`src/rtl/addr_whitelist.sv`:
```
// Combinational match of a store address against a fixed table of legal addresses.
// An empty table never hits.
module addr_whitelist #(
    parameter int WIDTH       = 32,
    parameter int NUM_ALLOWED = 4,
    parameter logic [((NUM_ALLOWED > 0) ? NUM_ALLOWED : 1)*WIDTH-1:0] ALLOWED_ADDRS =
        {32'h34, 32'h20, 32'h1C, 32'h18}
) (
    input  logic [WIDTH-1:0] addr_i,
    output logic             hit_o
);

    always_comb begin
        hit_o = 1'b0;
        for (int i = 0; i < NUM_ALLOWED; i++) begin
            if (addr_i == ALLOWED_ADDRS[i*WIDTH +: WIDTH]) begin
                hit_o = 1'b1;
            end
        end
    end

endmodule

```
`config.mk`:
```
export PLATFORM = sky130hd
export DESIGN_NAME = addr_whitelist
export DESIGN_NICKNAME = d
export VERILOG_FILES = /design/src/rtl/addr_whitelist.sv
export SDC_FILE = /design/constraint.sdc
export NUM_CORES = 1
export LEC_CHECK = 0
export CAP_MARGIN = 0
export CORE_AREA = 2 2 39 41
export DETAILED_ROUTE_END_ITERATION = 8
export DIE_AREA = 0 0 41 43
export GPL_ROUTABILITY_DRIVEN = 0
export PLACE_DENSITY = 0.52
export SLEW_MARGIN = 20
export SYNTH_ARGS = -nofsm -noshare
export SYNTH_HDL_FRONTEND = slang
export SYNTH_SLANG_ARGS = --single-unit
```
`constraint.sdc`:
```
create_clock -name vclk -period 3.14
set_input_delay 0.785 -clock vclk [all_inputs]
set_output_delay 0.785 -clock vclk [all_outputs]
set_load 0.005 [all_outputs]
```
# After elaboration in Yosys (flattened, before gate mapping)
# Index checks and enable logic that the tools add are counted.
op_classes:
  add_sub_neg: 0
  mul: 0
  div_mod_pow: 0
  magnitude_cmp: 0
  n_eq_ne: 4
  shifts: 0
  mux: 4
  bitwise: 0
  n_reduce_logical: 0
op_table:
  columns: ["cell", "count"]
  rows:
  - ["== test 32 x 5 -> 1 bit (second input constant)", 2]
  - ["== test 32 x 6 -> 1 bit (second input constant)", 2]
  - ["2-to-1 mux 1 bit", 4]
word_totals:
  register_bits: 0
  latch_bits: 0
  mem_bits_rw: 0
  mem_bits_ro: 0
  input_bits: 32
  output_inout_bits: 1
  wordCells: 8
  mem_count: 0

# Longest topological paths before layout
logic_depth:
  depth_word: 5
  depth_mapped: 3
  mapped_depth_nobuf: 3

# Worst setup path after synthesis
# Ideal clock, no wire load.
synth_path:
  path_type: "input to output"
  startpoint: "input addr_i[18]"
  endpoint: "output hit_o"
  arrival_time_ns: 1.346
  required_time_ns: 2.355
  slack_ns: 1.009
  path_stages: 3
  path_buffers: 0
  path_cell_list: "nor4_2 nand4_1 nor3_2"
synth_via:
  elab_chain_cells: 5
  elab_cells_between_ends: 8
  cone_classes: "eq/ne (4); mux (4)"
synth_lines:
  columns: ["item", "line", "text"]
  rows:
  - ["start: declaration", "9", "input logic [WIDTH-1:0] addr_i,"]
  - ["== test 32 x 5 -> 1 bit", "16", "if (addr_i == ALLOWED_ADDRS[i*WIDTH +: WIDTH]) begin"]
  - ["2-to-1 mux 1 bit (3 in series)", "16", null]
  - ["2-to-1 mux 1 bit (*)", "16", null]
  - ["end: declaration", "10", "output logic hit_o"]
# Every way passes the cells marked *; elsewhere a longest branch is shown, timed or not.

# Worst setup path after layout
layout_path:
  startpoint: "input addr_i[27]"
  endpoint: "output hit_o"
# The elaborated chain is that of the path after synthesis.

==> metrics.cfg <==
[routing]
via_count=247
drc=0
finalWirelength_um=595
drt-wirelength-per-cell_um=9.60
vias_per_cell=3.98
drt_pass1_iterations=1
drt_iter0_markers=0
antenna_left=0

[synth]
synth_area_per_cell_sq_um=8.37
yosys.area_share.simple=0.839
synth_top_family_by_area=simple AND/OR/NAND/NOR gates
synth_compound_area_frac=0
post_synth_mux_area_share=0
synth_nets=45
synth_area_sq_um=109
yosys_warnings=0
ys_seq_area_frac=0
post_synth_inst_count=13
synth_xor_area_frac=0.161
synth.distinct_cells=7
synthAdderAreaFrac=0

[placed_design]
pre_cts_slack_ns=-0.0731
placed_cell_area_sq_um=459
portBuffers=33

[sta]
finalHoldViolCount=0
setup_slack_ns=0.315
setup_tns_ns=0
rsz0062_at_grt=false
layout_min_cycle_time_ns=2.82
finalSetupViolCount=0
relSlewSlack=0.843
hold_ws_ns=2.45
timing.final.crit_share=0.900
slew_violations=0
max_freq_ghz=0.354
tightest_slew_ns=0.233

[cells_and_area]
drive_gt1_frac=0.109
clkbuf_count=0
stdcell_area_sq_um=464
fill_cells=147
design.seq.count=0
area_delta_synth_final_pct=326
nets=80
seqCellArea_sq_um=0
n_antenna_cell=0

[worst_setup_path]
cp_slowest_stage_delay_ns=0.41
crit_type=primary input to output pin
worstPathCellList=clkdlybuf4s50_1, nor4_2, nand4_1, nor3_2, dlygate4sd2_1
arrival_ns=2.04
slowest_stage=clkdlybuf4s50_1
critPathMaxFanout=1
crit_path_start_kind=primary input
end_kind=output pin
critPathRequiredTime_ns=2.35

[pwr]
leakage_uw=0.000147
finalPower_uw=46.9
p_comb_frac=1.000
power_density_mw_per_mm2=101
clkPwrFrac=0
switchingPower_uw=9.02
p_sw_frac=0.192
p_int_uw=37.9
seqPwrFrac=0
vdd_drop_max_v=0.0000330

[grt]
grt_usage=0.0589
grt_max_degree=3
grt_pass1_vias=214
antenna_found_initial=0
grt_pass1_wl_um=772
grt_overflow=0

[floorplan]
ios=33
dieArea_sq_mm=0.00176
fp.coreArea_sq_mm=0.00138
row_count=14
die_width_um=41
initial_utilization=0.0787
die_y_um=43

[clocking]
cts_setup_buffers=0

[min_path]
hold_class=primary input to output pin

[run_status]
status=complete, no violations

[run]
drv_cap=0

power by group through the flow:
stage / registers, uW / clock network (uW) / logic, uW
floorplan: 0 / 0 / 4.86
global placement: 0 / 0 / 46.3
detailed placement: 0 / 0 / 46.8
CTS: 0 / 0 / 47.6
global route: 0 / 0 / 51.0
finish: 0 / 0 / 46.9
cell usage in the layout, fill, tap and decap left out:
cell type / count
nor4_1: 3
nand4_1: 2
nor2b_1: 1
clkdlybuf4s50_1: 32
nor4_2: 4
xor2_1: 1
xnor2_1: 1
nor3_2: 1
dlygate4sd2_1: 1
layout make-up:
type	instances	area, sq um	area share
Timing Repair Buffer	33	329	0.709
Multi-Input combinational cell	13	115	0.248
Tap cell	16	20.0	0.0431
metrics by stage:
stage               cells  utilization
floorplan              13            -
global placement       62        0.332
detailed placement     62        0.332
CTS                    62        0.335
global route           62        0.335
finish                 62        0.335
cells in the mapped netlist, drive strengths merged:
library cell,number,share of area
nand4,2,0.11
nor2b,1,0.058
xor2,1,0.080
xnor2,1,0.080
nor4,7,0.57
nor3,1,0.092
final timing paths:
| kind | start | to | depth (start not counted) |
|---|---|---|---|
| min | addr_i[21] | hit_o | 5 |
| max | addr_i[27] | hit_o | 5 |
critical path: cells and delay by family:
family        cells  cell delay (ns)
buf+inv           2             0.66
simple gates      3             0.60
layer usage:
| layer | part of all wire | GRT usage |
|---|---|---|
| met5 | 0 | 0 |
| met4 | 0 | 0 |
| met2 | 0.41 | 0.109 |
| met1 | 0.23 | 0.0601 |
| met3 | 0.35 | 0.0262 |
timing repair:
action,4_1_cts,5_1_grt
gates resized for setup,2,0
endpoints found under the setup margin,1,0
hold buffers,0,0
cell families after synthesis:
family        count (synthesis)
xor+xnor                      2
simple gates                 11
(Power assumes the default switching activity.)
==> patch: new RTL, same flow settings <==
The parameter `WIDTH` goes from 32 to 48.
--- a/src/rtl/addr_whitelist.sv
+++ b/src/rtl/addr_whitelist.sv
@@ -1,7 +1,7 @@
 // Combinational match of a store address against a fixed table of legal addresses.
 // An empty table never hits.
 module addr_whitelist #(
-    parameter int WIDTH       = 32,
+    parameter int WIDTH       = 48,
     parameter int NUM_ALLOWED = 4,
     parameter logic [((NUM_ALLOWED > 0) ? NUM_ALLOWED : 1)*WIDTH-1:0] ALLOWED_ADDRS =
         {32'h34, 32'h20, 32'h1C, 32'h18}
Interface: changed (resized addr_i); port bits go from 33 to 49. The function was not compared with the original's and may differ.
==> patch against the unedited design <==
- synthesized cell count rose by 69%
- the run now ends with setup timing left
- combinational power rose by 41%
- wire length rose by 55%
- synthesized area rose by 43%
- final area rose by 50%
- power rose by 41%
- highest routed layer unchanged
- non-clock buffer count rose by 19
- first-iteration DRC count rose by 6
- setup slack got worse by 460 ps
==> patch: results (changes against the unedited design) <==
| Metric | Value |
|---|---|
| Run status | finished, violations left |
| Failing checks | setup timing |
| Vias in the first global route | 367 (+71%) |
| Pre-CTS setup slack | -930 ps (-857 ps) |
| Gr usage total | 0.109 (+0.0500) |
| DR iter-0 viols | 6 (+6) |
| Power Sequential | 0 mW |
| Worst hold endpoint | hit_o |
| WL final | 925 um (+55%) |
| Post-detail-place hpwl | 911 um |
| Clock Buffer Count | 0 (unchanged) |
| Share of cells above drive strength 1 | 0.162 (+0.0535) |
| Adder-cell area share of the yosys netlist | 0 (unchanged) |
| Min-Delay Path Depth | 6 (+1) |
| PortBufs | 49 (+48%) |
| Proportion of synthesized area in mux cells | 0 (unchanged) |
| Top cells by area, synth | nor4_1 36%, a2111oi_2 9.7%, nand4_1 8.1% |
| Min-delay src | addr_i[3] |
| Headroom to the max-slew limit | 0.818 (-0.0251) |
| Dpl cell area | 696 sq um (+51%) |
| Top-count cell post-synth | nor4_1 |
| Maxcap violations | 0 (unchanged) |
| Final setup viols | 1 (+1) |
| Worst path slowest cell | or4_4 |
| Initial antenna violation count | 0 (unchanged) |
| Largest net degree at the start of global routing | 3 (unchanged) |
| Leak | 0.231 nW (+57%) |
| Worst path max stage delay | 520 ps (+110 ps) |
| WL per Instance | 10.3 um (+7.1%) |
| Routed via count | 394 (+60%) |
| Pwr dens | 95.2 nW/um^2 (-5.8%) |
| Most frequent cells after synthesis | 9 x nor4_1, 2 x nand4_1, 2 x nor3_1 |
| Synth Area in XOR/XNOR | 0 (-0.161) |
| Syn nets | 70 (+56%) |
| Total Neg Setup Slack | -142 ps (-142 ps) |
| WP data arrival | 2500 ps (+460 ps) |
| Maximum VDD drop | 0.0000378 V (+14%) |
| WHS | 2120 ps (-332 ps) |
| Register area share after synthesis | 0 (unchanged) |
| Hold Path Class | in2out |
| First-pass GRT wire length | 1410 um (+82%) |
| Pint | 0.0547 mW (+44%) |
| Syn Area/Cell | 7.05 sq um (-16%) |
| Netlist cell types | 12 (+5) |
| Setup WS post-layout | -142 ps (-457 ps) |
| Drt first pass iters | 4 (+3) |
| Seq_cells | 0 (unchanged) |
| Worst-path fanout max | 2 (+1) |
| Ant. Diodes | 0 (unchanged) |
| Yosys warns | 0 (unchanged) |
| Largest delay share family, worst path | simple AND/OR/NAND/NOR gates |
| Nets | 124 (+55%) |
| Synth Area in Compound Gates | 0.202 (+0.202) |
| P_comb | 0.0661 mW (+41%) |
[patch: worst max path at each step]
stage | startpoint | slack [ps] | depth (start not counted) | endpoint
floorplan | addr_i[34] | 10 | 4 | hit_o
global placement | addr_i[34] | -920 | 6 | hit_o
detailed placement | addr_i[34] | -930 | 6 | hit_o
CTS | addr_i[3] | -180 | 6 | hit_o
global route | addr_i[3] | -230 | 6 | hit_o
finish | addr_i[3] | -140 | 6 | hit_o
[patch: repair_timing]
item | in CTS | in global routing
pin swaps | 3 | 1
setup endpoints to repair | 1 | 1
buffers inserted | 0 | 0
gates resized for setup | 19 | 0
endpoints found under the hold margin | 0 | 0
[patch: cell type report]
type                       instances  area, sq um
fill                             130          689
timing repair buffer              52          499
multi-input combinational         22          175
tap                               16         20.0
[patch: metal layers]
metal  up-vias  routed length, um  global-route usage
met4         0                  0                   0
met3         0                 95             0.00524
met5         -                  0                   0
met2        23                519               0.219
li1        208                  -                   -
met1       163                311               0.120
